### src/rtl/lfsr_seq_ctrl.sv
// lfsr_seq_ctrl: drives the load port of a connected WIDTH-bit LFSR and turns
// its free-running state into a counted sample stream over valid/ready.
// The LFSR is stalled on back-pressure by reloading its own current value.
// Optional build macro: LFSR_SEQ_ABORT_EN adds the abort input and the
// aborted output (early termination of a request from LOAD or RUN).
module lfsr_seq_ctrl #(
   parameter int WIDTH = 4,
   parameter int CNT_W = 8
) (
   input  logic             clk,
   input  logic             reset,
   input  logic             start,
   input  logic [WIDTH-1:0] start_seed,
   input  logic [CNT_W-1:0] start_count,
   output logic             busy,
   output logic             done,
   output logic             err_zero_seed,
   output logic             lfsr_sel,
   output logic [WIDTH-1:0] lfsr_seed,
   input  logic [WIDTH-1:0] lfsr_w,
   output logic [WIDTH-1:0] out_data,
   output logic             out_valid,
   input  logic             out_ready,
   output logic             out_wrap
`ifdef LFSR_SEQ_ABORT_EN
   ,
   input  logic             abort,
   output logic             aborted
`endif
);

   typedef enum logic [1:0] {
      IDLE = 2'd0,
      LOAD = 2'd1,
      RUN  = 2'd2,
      DONE = 2'd3
   } state_t;

   state_t           state_q, state_d;
   logic [WIDTH-1:0] seed_q, seed_d;
   logic [CNT_W-1:0] remaining_q, remaining_d;
   logic             first_q, first_d;
   logic             err_q, err_d;
   logic             aborted_q, aborted_d;
   logic             abort_req;
   logic             handshake;

`ifdef LFSR_SEQ_ABORT_EN
   assign abort_req = abort;
`else
   assign abort_req = 1'b0;
`endif

   // A sample is consumed on any cycle the stream is offered and accepted.
   assign handshake = (state_q == RUN) && out_ready;

   // State and request registers; reset returns everything to an empty IDLE.
   always_ff @(posedge clk) begin
      if (reset) begin
         state_q     <= IDLE;
         seed_q      <= '0;
         remaining_q <= '0;
         first_q     <= 1'b0;
         err_q       <= 1'b0;
         aborted_q   <= 1'b0;
      end else begin
         state_q     <= state_d;
         seed_q      <= seed_d;
         remaining_q <= remaining_d;
         first_q     <= first_d;
         err_q       <= err_d;
         aborted_q   <= aborted_d;
      end
   end

   // Next-state logic: request acceptance, sample counting and termination.
   always_comb begin
      state_d     = state_q;
      seed_d      = seed_q;
      remaining_d = remaining_q;
      first_d     = first_q;
      err_d       = 1'b0;
      aborted_d   = 1'b0;

      case (state_q)
         IDLE: begin
            if (start) begin
               if (start_seed == '0) begin
                  // An all-zero seed would lock the LFSR up; reject it.
                  err_d = 1'b1;
               end else if (start_count == '0) begin
                  // Nothing to emit: finish without touching the LFSR.
                  state_d = DONE;
               end else begin
                  seed_d      = start_seed;
                  remaining_d = start_count;
                  first_d     = 1'b1;
                  state_d     = LOAD;
               end
            end
         end

         LOAD: begin
            state_d = RUN;
            if (abort_req) begin
               state_d   = DONE;
               aborted_d = 1'b1;
            end
         end

         RUN: begin
            if (handshake) begin
               // remaining is never zero here, so the decrement cannot wrap.
               remaining_d = remaining_q - CNT_W'(1);
               first_d     = 1'b0;
               if (remaining_q == CNT_W'(1)) begin
                  state_d = DONE;
               end
            end
            // A sample accepted together with abort still counts as consumed.
            if (abort_req) begin
               state_d   = DONE;
               aborted_d = 1'b1;
            end
         end

         DONE: begin
            state_d = IDLE;
         end

         default: begin
            state_d = IDLE;
         end
      endcase
   end

   // Outputs decoded from state; the RUN-state LFSR control follows out_ready
   // combinationally so a stalled sample is reloaded in the same cycle.
   always_comb begin
      busy      = 1'b0;
      done      = 1'b0;
      out_valid = 1'b0;
      out_data  = '0;
      out_wrap  = 1'b0;
      lfsr_sel  = 1'b0;
      lfsr_seed = '0;

      if (!reset) begin
         case (state_q)
            IDLE: begin
               busy = 1'b0;
            end

            LOAD: begin
               busy      = 1'b1;
               lfsr_sel  = 1'b1;
               lfsr_seed = seed_q;
            end

            RUN: begin
               busy      = 1'b1;
               out_valid = 1'b1;
               out_data  = lfsr_w;
               // Seeing the seed again after the first sample means the
               // LFSR has completed a full period.
               out_wrap  = (lfsr_w == seed_q) && !first_q;
               lfsr_sel  = !out_ready;
               lfsr_seed = lfsr_w;
            end

            DONE: begin
               busy      = 1'b1;
               done      = 1'b1;
               lfsr_sel  = 1'b1;
               lfsr_seed = lfsr_w;
            end

            default: begin
               busy = 1'b0;
            end
         endcase
      end
   end

   assign err_zero_seed = err_q && !reset;

`ifdef LFSR_SEQ_ABORT_EN
   assign aborted = aborted_q && (state_q == DONE) && !reset;
`else
   // Without the abort feature the flag can never be set.
   logic unused_aborted;
   assign unused_aborted = aborted_q;
`endif

endmodule
### config.mk
export PLATFORM = sky130hd
export DESIGN_NAME = lfsr_seq_ctrl
export DESIGN_NICKNAME = d
export VERILOG_FILES = /design/src/rtl/lfsr_seq_ctrl.sv
export SDC_FILE = /design/constraint.sdc
export NUM_CORES = 1
export LEC_CHECK = 0
export CORE_ASPECT_RATIO = 2
export CORE_UTILIZATION = 25
export CTS_CLUSTER_SIZE = 25
export DETAILED_ROUTE_END_ITERATION = 12
export SYNTH_ARGS = -nofsm -noshare
export SYNTH_HDL_FRONTEND = slang
export SYNTH_SLANG_ARGS = --single-unit
### constraint.sdc
create_clock -name clk -period 2.25 [get_ports clk]
set_input_delay 0.5625 -clock clk [delete_from_list [all_inputs] [get_ports clk]]
set_output_delay 0.5625 -clock clk [all_outputs]
set_load 0.005 [all_outputs]
After elaboration in Yosys (flattened, before gate mapping)
Index checks and enable logic that the tools add are counted.
- logic and storage cells: 68
- register bits: 16
- output and inout port bits: 14
- input port bits: 20
- reductions and logical operators: 17
- mux-type cells: 31
- bitwise logic cells: 4
- equality and inequality tests: 10
- add/subtract/negate cells: 1
- operators by type and width (kind ; count):
    2-to-1 mux 8 bit ; 4
    case mux 8 bit (2 select lines) ; 1
    2-to-1 mux 1 bit ; 13
    2-to-1 mux 4 bit ; 3
    2-to-1 mux 2 bit ; 5
    equality test 8 x 1 -> 1 bit (second input constant) ; 1
    logical NOT 8 bit ; 1
    inequality test 2 bit (second input constant) ; 4
    case mux 2 bit (4 select lines) ; 1
    case mux 4 bit (2 select lines) ; 1
    AND reduction 4 bit ; 2
    subtractor 8 x 1 -> 8 bit (second input constant) ; 1
    case mux 1 bit (2 select lines) ; 3
    OR reduction 3 bit ; 2
    AND reduction 5 bit ; 1
    equality test 2 bit (second input constant) ; 2
    equality test 4 bit ; 1
    logical NOT 4 bit ; 1
    inverter 1 bit ; 4
    OR reduction 2 bit ; 2
    logical AND 1 bit ; 3
    logical NOT 1 bit ; 3
    equality test 2 x 1 -> 1 bit (second input constant) ; 1
    logical NOT 2 bit ; 1
    2 further kinds ; 2

Longest topological paths before layout
Gate-level depths: netlist (run 1).
- depth after elaboration: 5
- mapped depth: 8
- gate-level depth less buffers: 6

Worst setup path after synthesis (run 1)
Ideal clock, no wire load.
- kind: register -> output
- start: reg state_q[0]
- end: out out_wrap
- path slack: 303 ps
- buffers on the path: 2
- cell stages (with the launch flop): 9
- data required time: 1688 ps
- arrival: 1385 ps
- cell sequence: dfxtp_1 inv_1 ha_1 buf_4 inv_1 buf_2 nor2_1 nand2_1 nor3_1
- longest elaborated chain between the ends: 3
- ends and longest elaborated chain (item ; line ; text):
    start, declared ; 39 ; state_t state_q, state_d;
    start signal, assigned ; 67 ; state_q <= state_d;
    equality test 2 bit ; 149 ; case (state_q)
    2-to-1 mux 1 bit ; 149 ;
    2-to-1 mux 1 bit ; 148 ; if (!reset) begin
    end, declared ; 24 ; output logic out_wrap
Every way passes these cells.

Worst setup path after layout (run 1)
- start: reg state_q[0]
- end: out done
- longest elaborated chain between the ends: 3
- ends and longest elaborated chain (item ; line ; text):
    equality test 2 bit ; 149 ;
    2-to-1 mux 1 bit ; 149 ;
    2-to-1 mux 1 bit ; 148 ;
    end, declared ; 16 ; output logic done,
Every way passes these cells.

==> impl_metrics.json, run 1 <==
{
  "cts_tree": "built",
  "synth_xor_area_share_pct": 2.703,
  "worstMarginPinSlew_ns": 0.5622,
  "skew_ns": 0.004251,
  "clk_latency_ns": 0.25,
  "max_cap_viol_count": 0,
  "path_clk_slew_ns": 0.06,
  "finish.utilization_pct": 38.94,
  "syn2layout_area_growth_pct": 47.49,
  "vdd_drop_max_mv": 0.3441,
  "synthesis.nets": 182,
  "syn_inst": 155,
  "crit_path_end_kind": "output pin",
  "final_area_um2": 1912,
  "overflow": 0,
  "drc": 0,
  "slew_viol_final": 0,
  "die_w_um": 52.92,
  "hold_class": "reg -> reg",
  "ys_ff_latch": 16,
  "dieArea_um2": 5494,
  "tns_ns": 0,
  "cp_max_fo": 6,
  "synth_cell_types": 43,
  "ys_async_sr_fraction_pct": 0,
  "grt_pass1_wl_um": 6223,
  "layout_min_cycle_time_ns": 2.194,
  "worstPathRequired_ns": 1.69,
  "post_route_cells_drive_above_1_share_pct": 25.37,
  "final_cell_mix": "buf_4, nand2_1, clkdlybuf4s50_1, dfxtp_1, a21oi_1",
  "vias": 1346,
  "cts_max_path_buffers": 2,
  "initialDrtViolationCount": 27,
  "initial_core_util_pct": 26.40,
  "p_leak_nw": 0.7420,
  "worst_setup_path_start_kind": "flip-flop",
  "htree_levels": 1,
  "synth_enable_flop_cells": 0,
  "status": "complete, no violations",
  "ant_nets": 0,
  "core.rowCount": 36,
  "hold_violations": 0,
  "slew_headroom_pct": 62.23,
  "vias_per_cell": 5.137,
  "synth_top_family_by_area": "simple AND/OR/NAND/NOR gates",
  "grt_pass1_vias": 1352,
  "synth_mux_area_share_pct": 0.7722,
  "final_common_cell": "buf_4",
  "finalSetupViolations": 0,
  "avgSynthCellArea_um2": 8.363,
  "antenna_found_initial": 0,
  "pin_count": 34,
  "coreArea_um2": 4910,
  "grt_setup_unrepaired": "yes",
  "synth_adder_area_share_pct": 6.757,
  "gr-usage-all-layers_pct": 15.38,
  "crit_type": "reg -> out",
  "ctsRootBufferMaster": "clkbuf_8",
  "finalWeightedCongestion": 0.8295,
  "p_per_area_nw_per_um2": 905.9,
  "wl_um": 3973,
  "fp.dieH_um": 103.8,
  "cts_buffers": 3,
  "cp_data_arrival_time_ns": 1.63,
  "synth_compound_area_share_pct": 28.67,
  "place_area_um2": 1782,
  "port_buffers": 33,
  "synth_warnings": 0,
  "dpl.hpwl_um": 3102,
  "diodes": 0,
  "nNetsFinal": 233,
  "grt_max_degree": 21,
  "layout_worst_path_cycle_share_pct": 97.53,
  "clock_sink_count": 16,
  "ys_dominant_reg_cell": "dfxtp_1",
  "seq_area_frac_synth_pct": 24.71,
  "cts_hold_buf": 0,
  "synthSimpleGateAreaFrac_pct": 30.41,
  "syn_area_um2": 1296,
  "drt_first_pass_iters": 4,
  "wire_per_inst_um": 15.16,
  "clock.fmax_ghz": 0.4557,
  "fillers": 506
}
==> path summary, 6_finish.rpt <==
check                               startpoint             end  slack [ns]  cells past startpoint
worst max register to register      state_q[1]  remaining_q[2]        0.35                      7
worst min-delay path            remaining_q[7]  remaining_q[7]        0.50                      2
worst min register to register  remaining_q[7]  remaining_q[7]        0.50                      2
worst max-delay path                state_q[0]            done        0.06                      4
==> synth_stat cells, types with 2 or more instances <==
cell,number,area share [%]
nand2_1,17,4.9
dfxtp_1,16,25
a21oi_1,14,5.4
ha_1,7,6.8
inv_1,7,2.0
nand2b_1,7,3.4
a211oi_1,6,3.5
o32ai_1,6,4.1
nor2_1,5,1.4
nor2b_1,5,2.4
o21ai_0,5,1.9
a21oi_2,4,2.7
a22oi_1,4,2.3
a31oi_1,4,1.9
and2_1,4,1.9
clkbuf_1,4,1.2
nor3_1,4,1.5
nor4_4,4,6.6
xnor2_1,4,2.7
and3_1,2,0.97
buf_2,2,0.77
buf_4,2,1.2
nor3b_1,2,1.2
==> worst max-delay path, stage by stage, from the launching register on <==
cell             delay, ns
dfxtp_1               0.34
buf_4                 0.13
ha_1                  0.24
nor2b_1               0.15
clkdlybuf4s50_1       0.52
==> per-layer routing <==
layer | global-route usage [%] | vias up | part of all wire, %
li1 | - | 668 | -
met1 | 15.05 | 628 | 36
met2 | 28.75 | 40 | 58
met3 | 1.322 | 10 | 2.9
met4 | 8.835 | 0 | 3.1
met5 | 0 | - | 0
==> stage by stage <==
| stage | hold WS, ns | worst slack (ns) | std cells | power [mW] |
|---|---|---|---|---|
| 4_1_cts | 0.5024 | 0.01566 | 261 | 1.739 |
| 3_5_place_dp | 0.4918 | -0.3826 | 254 | 1.431 |
| 6_report | 0.5023 | 0.05552 | 262 | 1.732 |
| 5_1_grt | 0.5289 | -0.02618 | 262 | 1.873 |
| 3_3_place_gp | 0.4869 | -0.3952 | 254 | 1.426 |
| 2_1_floorplan | 0.4681 | 0.3026 | 155 | 1.072 |
==> sequential cells by signal, summed over array words and instances, names as in the netlist <==
register	cells
seed_q	4
remaining_q	8
state_q	2
first_q	1
err_q	1
==> cell families (layout without fill, tap and decap cells) <==
group,Yosys count,after routing
buffers and inverters,16,66
adder cells (fa/ha/maj),7,7
multiplexers,1,1
AO/OA/AOI/OAI,52,52
flip-flops,16,16
XOR/XNOR,4,4
AND/OR/NAND/NOR,59,59
==> final cells by class <==
class | instances | area, µm² | share of cell area [%]
inverter | 7 | 26.28 | 1.374
tap | 57 | 71.32 | 3.730
timing repair buffer | 55 | 505.5 | 26.44
multi-input combinational | 123 | 929.6 | 48.63
clock buffer | 4 | 55.05 | 2.880
sequential | 16 | 324.1 | 16.95
==> where the power goes <==
part	switching [mW]	internal [mW]	total, mW	leakage, nW
sequential	0.0940	0.365	0.459	0.132
combinational	0.519	0.496	1.01	0.581
clock	0.103	0.155	0.258	0.0288
total	0.716	1.02	1.73	0.742
==> what timing repair did <==
| item | in CTS | in global routing |
|---|---|---|
| setup endpoints to repair | 14 | 5 |
| hold endpoints to repair | 0 | 0 |
| pin swaps | 4 | 0 |
| gates resized for setup | 31 | 5 |
| cloned | 0 | 1 |
| setup buffers | 3 | 0 |
No activity file was read; power rests on OpenSTA's default activity.
==> run 2, diff against run 1 <==
--- a/config.mk
+++ b/config.mk
@@ -6,9 +6,12 @@
 export NUM_CORES = 1
 export LEC_CHECK = 0
 export CORE_ASPECT_RATIO = 2
+export CORE_MARGIN = 2
 export CORE_UTILIZATION = 25
+export CTS_CLUSTER_DIAMETER = 100
 export CTS_CLUSTER_SIZE = 25
 export DETAILED_ROUTE_END_ITERATION = 12
+export HOLD_SLACK_MARGIN = 0.06
 export SYNTH_ARGS = -nofsm -noshare
 export SYNTH_HDL_FRONTEND = slang
 export SYNTH_SLANG_ARGS = --single-unit
==> impl_metrics.json, run 2 (synthesis gave the netlist of run 1 again) <==
{
  "status": "complete, no violations",
  "cts_tree": "built",
  "cts_max_path_buffers": 2,
  "tns_ns": 0,
  "power.total_mw": 1.728,
  "swShare_pct": 41.53,
  "finalWeightedCongestion": 0.8087,
  "max_cap_viol_count": 0,
  "antenna_found_initial": 0,
  "htree_levels": 1,
  "clock_power_share_pct": 15.1,
  "diodes": 0,
  "wl_um": 3874,
  "port_buffers": 33,
  "vias_per_cell": 5.100,
  "vias": 1326,
  "crit_path_end_kind": "output pin",
  "r2r_cells": 7,
  "final_cell_mix": "nand2_1, buf_4, clkdlybuf4s50_1, dfxtp_1, a21oi_1",
  "p_switching_mw": 0.7178,
  "grt_pass1_vias": 1419,
  "nNetsFinal": 230,
  "drc": 0,
  "worstMarginPinSlew_ns": 0.6454,
  "gr-usage-all-layers_pct": 14.56,
  "worst_setup_path_start_kind": "flip-flop",
  "reg2reg_to": "remaining_q[2]",
  "cp_top_family": "buffers and inverters",
  "path_clk_slew_ns": 0.06,
  "finalSetupViolations": 0,
  "crit_chain": "inv_2 -> ha_4 -> buf_4 -> buf_6 -> o21ai_0 -> a21oi_2 -> dlygate4sd2_1",
  "reg_top3": "remaining_q: 8 flops, seed_q: 4 flops, state_q: 2 flops",
  "startpoint": "state_q[0]",
  "syn2layout_area_growth_pct": 45.85,
  "initial_core_util_pct": 25.45,
  "crit_path_max_incr_delay_ns": 0.33,
  "p_leak_nw": 0.7517,
  "die_w_um": 54.92,
  "slew_headroom_pct": 56.65,
  "worst_slack_ns": 0.05908,
  "layout_min_cycle_time_ns": 2.191,
  "overflow": 0,
  "path_depth": 7,
  "worstPathRequired_ns": 1.69,
  "regMostFlops": "remaining_q",
  "comb_power_share_pct": 58.4,
  "fp.dieH_um": 105.8,
  "cp_data_arrival_time_ns": 1.63,
  "cp_max_fo": 14,
  "ant_nets": 0,
  "core.rowCount": 37,
  "layout_worst_path_cycle_share_pct": 97.37,
  "clk_latency_ns": 0.25,
  "drt_first_pass_iters": 4,
  "pin_count": 34,
  "hold_slack_ns": 0.4969,
  "hold_depth": 2,
  "grt_pass1_wl_um": 6299,
  "place_ws_ns": -0.3889,
  "p_per_area_nw_per_um2": 914.1,
  "slew_viol_final": 0,
  "cts_buffers": 3,
  "clock.fmax_ghz": 0.4564,
  "regToRegStartpoint": "state_q[1]",
  "vdd_drop_max_mv": 0.3938,
  "skew_ns": 0.0004872,
  "pwr-share-seq_pct": 26.5,
  "ff2ff_setup_slack_ns": 0.40,
  "power.internal_mw": 1.010,
  "cp_num_buf_inv": 4,
  "hold_class": "reg -> reg",
  "slowest_stage": "dfxtp_2",
  "grt_max_degree": 21,
  "wire_per_inst_um": 14.90,
  "largest_reg_flops": 8,
  "ctsRootBufferMaster": "clkbuf_8",
  "hold_violations": 0,
  "dpl.hpwl_um": 3129,
  "crit_path_end": "lfsr_seed[1]",
  "clock_sink_count": 16,
  "post_route_cells_drive_above_1_share_pct": 24.75,
  "crit_type": "reg -> out",
  "coreArea_um2": 5092,
  "dieArea_um2": 5812,
  "initialDrtViolationCount": 24,
  "fillers": 533
}
[run 2: metrics by stage]
step	utilization, %	cell area [µm²]	cells
after detailed placement	34.86	1775	254
after floorplan	-	1296	155
after global placement	34.86	1775	254
after CTS	36.58	1863	260
after global routing	37.13	1891	260
final	37.13	1891	260
[run 2: power groups by stage]
stage | clock, mW | sequential, mW | combinational, mW
final | 0.261 | 0.458 | 1.01
after global routing | 0.283 | 0.469 | 1.11
after CTS | 0.273 | 0.455 | 0.999
after detailed placement | 0 | 0.452 | 0.976
after global placement | 0 | 0.450 | 0.972
after floorplan | 0 | 0.433 | 0.639
[run 2: how the worst min path moves through the flow]
stage,to,startpoint,slack (ns)
2_1_floorplan,remaining_q[7],remaining_q[7],0.47
3_3_place_gp,seed_q[1],seed_q[1],0.49
3_5_place_dp,seed_q[1],seed_q[1],0.49
4_1_cts,seed_q[1],seed_q[1],0.50
5_1_grt,seed_q[1],seed_q[1],0.53
6_report,seed_q[1],seed_q[1],0.50
[run 2: worst reg2reg max path, delay by kind of cell, from the launching register on]
| kind | cells | cell delay, ns |
|---|---|---|
| and+or+nand+nor | 2 | 0.59 |
| DFF | 1 | 0.38 |
| buffers and inverters | 2 | 0.19 |
| adders and majority gates | 1 | 0.20 |
| AOI/OAI and AO/OA | 2 | 0.39 |
[run 2: routing by layer]
metal / track usage [%] / share of wire [%] / up-vias
li1: - / - / 659
met1: 14.53 / 38 / 623
met2: 27.30 / 56 / 35
met3: 1.983 / 3.9 / 9
met4: 6.272 / 2.3 / 0
met5: 0 / 0 / -
[run 2: cell type report]
type / count / area, µm² / share of cell area [%]
Multi-Input combinational cell: 123 / 932.1 / 49.31
Timing Repair Buffer: 52 / 479.2 / 25.35
Sequential cell: 16 / 325.3 / 17.21
Tap cell: 58 / 72.57 / 3.839
Clock buffer: 4 / 55.05 / 2.912
Inverter: 7 / 26.28 / 1.390
[run 2: repair_timing]
action | in CTS | in global routing
hold buffers | 0 | 0
endpoints found under the setup margin | 14 | 10
pin swaps | 4 | 1
gates resized for setup | 27 | 12
buffers inserted | 2 | 0
==> run 3, diff against run 2 <==
--- a/config.mk
+++ b/config.mk
@@ -5,9 +5,10 @@
 export SDC_FILE = /design/constraint.sdc
 export NUM_CORES = 1
 export LEC_CHECK = 0
-export CORE_ASPECT_RATIO = 2
+export CORE_ASPECT_RATIO = 0.7
 export CORE_MARGIN = 2
 export CORE_UTILIZATION = 25
+export CTS_BUF_LIST = sky130_fd_sc_hd__clkbuf_8
 export CTS_CLUSTER_DIAMETER = 100
 export CTS_CLUSTER_SIZE = 25
 export DETAILED_ROUTE_END_ITERATION = 12
==> impl_metrics.json, run 3 (synthesis gave the netlist of run 1 again) <==
{
  "status": "complete, no violations",
  "syn2layout_area_growth_pct": 51.25,
  "diodes": 0,
  "cp_max_fo": 4,
  "worst_setup_path_start_kind": "flip-flop",
  "initial_core_util_pct": 26.52,
  "cp_data_arrival_time_ns": 1.62,
  "largest_reg_flops": 8,
  "final_common_cell": "buf_4",
  "worstMarginPinSlew_ns": 0.5466,
  "nNetsFinal": 236,
  "coreArea_um2": 4887,
  "vias_per_cell": 4.809,
  "wire_per_inst_um": 13.34,
  "final_cell_mix": "buf_4, nand2_1, clkdlybuf4s50_1, dfxtp_1, a21oi_1",
  "worstPathRequired_ns": 1.69,
  "ff2ff_setup_slack_ns": 0.41,
  "p_per_area_nw_per_um2": 910.4,
  "ant_nets": 0,
  "layout_min_cycle_time_ns": 2.187,
  "drt_first_pass_iters": 4,
  "clock_sink_count": 16,
  "hold_class": "reg -> reg",
  "slew_headroom_pct": 63.28,
  "comb_power_share_pct": 58.8,
  "gr-usage-all-layers_pct": 13.23,
  "layout_worst_path_cycle_share_pct": 97.20,
  "overflow": 0,
  "finalSetupViolations": 0,
  "power.internal_mw": 1.042,
  "htree_levels": 1,
  "dieArea_um2": 5786,
  "clk_latency_ns": 0.26,
  "slew_viol_final": 0,
  "path_clk_slew_ns": 0.07,
  "hold_slack_ns": 0.5002,
  "clock.fmax_ghz": 0.4572,
  "regMostFlops": "remaining_q",
  "pin_count": 34,
  "p_leak_nw": 0.7571,
  "grt_pass1_wl_um": 6285,
  "max_cap_viol_count": 0,
  "crit_type": "reg -> out",
  "grt_pass1_vias": 1280,
  "cts_buffers": 3,
  "die_w_um": 90.07,
  "finalWeightedCongestion": 0.8637,
  "place_ws_ns": -0.4305,
  "crit_path_end_kind": "output pin",
  "cts_max_path_buffers": 2,
  "hold_violations": 0,
  "fp.dieH_um": 64.25,
  "power.total_mw": 1.785,
  "core.rowCount": 21,
  "clock_power_share_pct": 15.3,
  "grt_setup_unrepaired": "yes",
  "cts_hold_buf": 0,
  "dpl.hpwl_um": 2973,
  "grt_max_degree": 13,
  "antenna_found_initial": 0,
  "reg_top3": "remaining_q: 8 flops, seed_q: 4 flops, state_q: 2 flops",
  "vias": 1332,
  "cts_tree": "built",
  "vdd_drop_max_mv": 0.2899,
  "skew_ns": 0.001791,
  "wl_um": 3696,
  "pwr-share-seq_pct": 25.9,
  "post_route_cells_drive_above_1_share_pct": 28.37,
  "ctsRootBufferMaster": "clkbuf_8",
  "port_buffers": 33,
  "initialDrtViolationCount": 120,
  "worst_slack_ns": 0.06292,
  "swShare_pct": 41.62,
  "finish.utilization_pct": 40.12,
  "drc": 0,
  "p_switching_mw": 0.7429
}
run 3: cell types whose count changed in the layout (fill, tap and decap cells not counted):
cell	previous run	this run
buf_12	0	1
buf_4	17	22
clkbuf_2	0	2
clkdlybuf4s15_1	3	1
clkdlybuf4s50_1	16	17
dlygate4sd2_1	9	10
dlymetal6s2s_1	3	1
ha_1	5	4
ha_4	1	2
inv_2	1	0
inv_4	0	1
o21ai_0	4	5
o21ai_1	2	1
run 3: path summary, 6_finish.rpt:
| path | from | cells after the start | end |
|---|---|---|---|
| worst max-delay path | state_q[1] | 6 | lfsr_seed[0] |
| worst min register to register | remaining_q[7] | 2 | remaining_q[7] |
| worst max register to register | state_q[1] | 7 | remaining_q[6] |
| worst min-delay path | remaining_q[7] | 2 | remaining_q[7] |
run 3: critical path: stages, from the launching register on:
cell and delay [ns]:
dfxtp_4 0.38, inv_1 0.06, ha_1 0.20, or2_4 0.25, buf_4 0.15, a21oi_2 0.10, clkdlybuf4s15_1 0.21
run 3: metal layers:
layer / GRT usage (%) / vias to the layer above / share of wire (%)
met5: 0 / - / 0
met2: 18.33 / 49 / 41
met1: 20.18 / 606 / 52
met4: 1.731 / 0 / 0.30
met3: 4.009 / 3 / 6.9
li1: - / 674 / -
run 3: final cells by class:
cell class	instances	area, µm²
well taps	69	86.33
flip-flops and latches	16	325.3
inverters	7	28.78
multi-input cells	123	944.7
clock buffers	4	55.05
repair buffers	58	520.5
fillers	512	2927
run 3: stage by stage:
step | cell area [µm²] | instances | TNS [ns]
3_5_place_dp | 1847 | 271 | -4.283
3_3_place_gp | 1847 | 271 | -3.714
2_1_floorplan | 1296 | 155 | 0
5_1_grt | 1961 | 277 | -0.01350
6_report | 1961 | 277 | 0
4_1_cts | 1943 | 277 | -0.004876
run 3: repair_timing:
action,CTS,global route
hold endpoints to repair,0,0
endpoints found under the setup margin,14,6
resized for setup,32,10
pin swaps,4,0
setup buffers,2,0
run 3: power by group through the flow:
stage | Combinational (mW) | Clock, mW | Sequential [mW]
global route | 1.17 | 0.286 | 0.476
detailed placement | 1.00 | 0 | 0.451
CTS | 1.03 | 0.273 | 0.457
finish | 1.05 | 0.273 | 0.462
global placement | 1.00 | 0 | 0.449
floorplan | 0.639 | 0 | 0.433
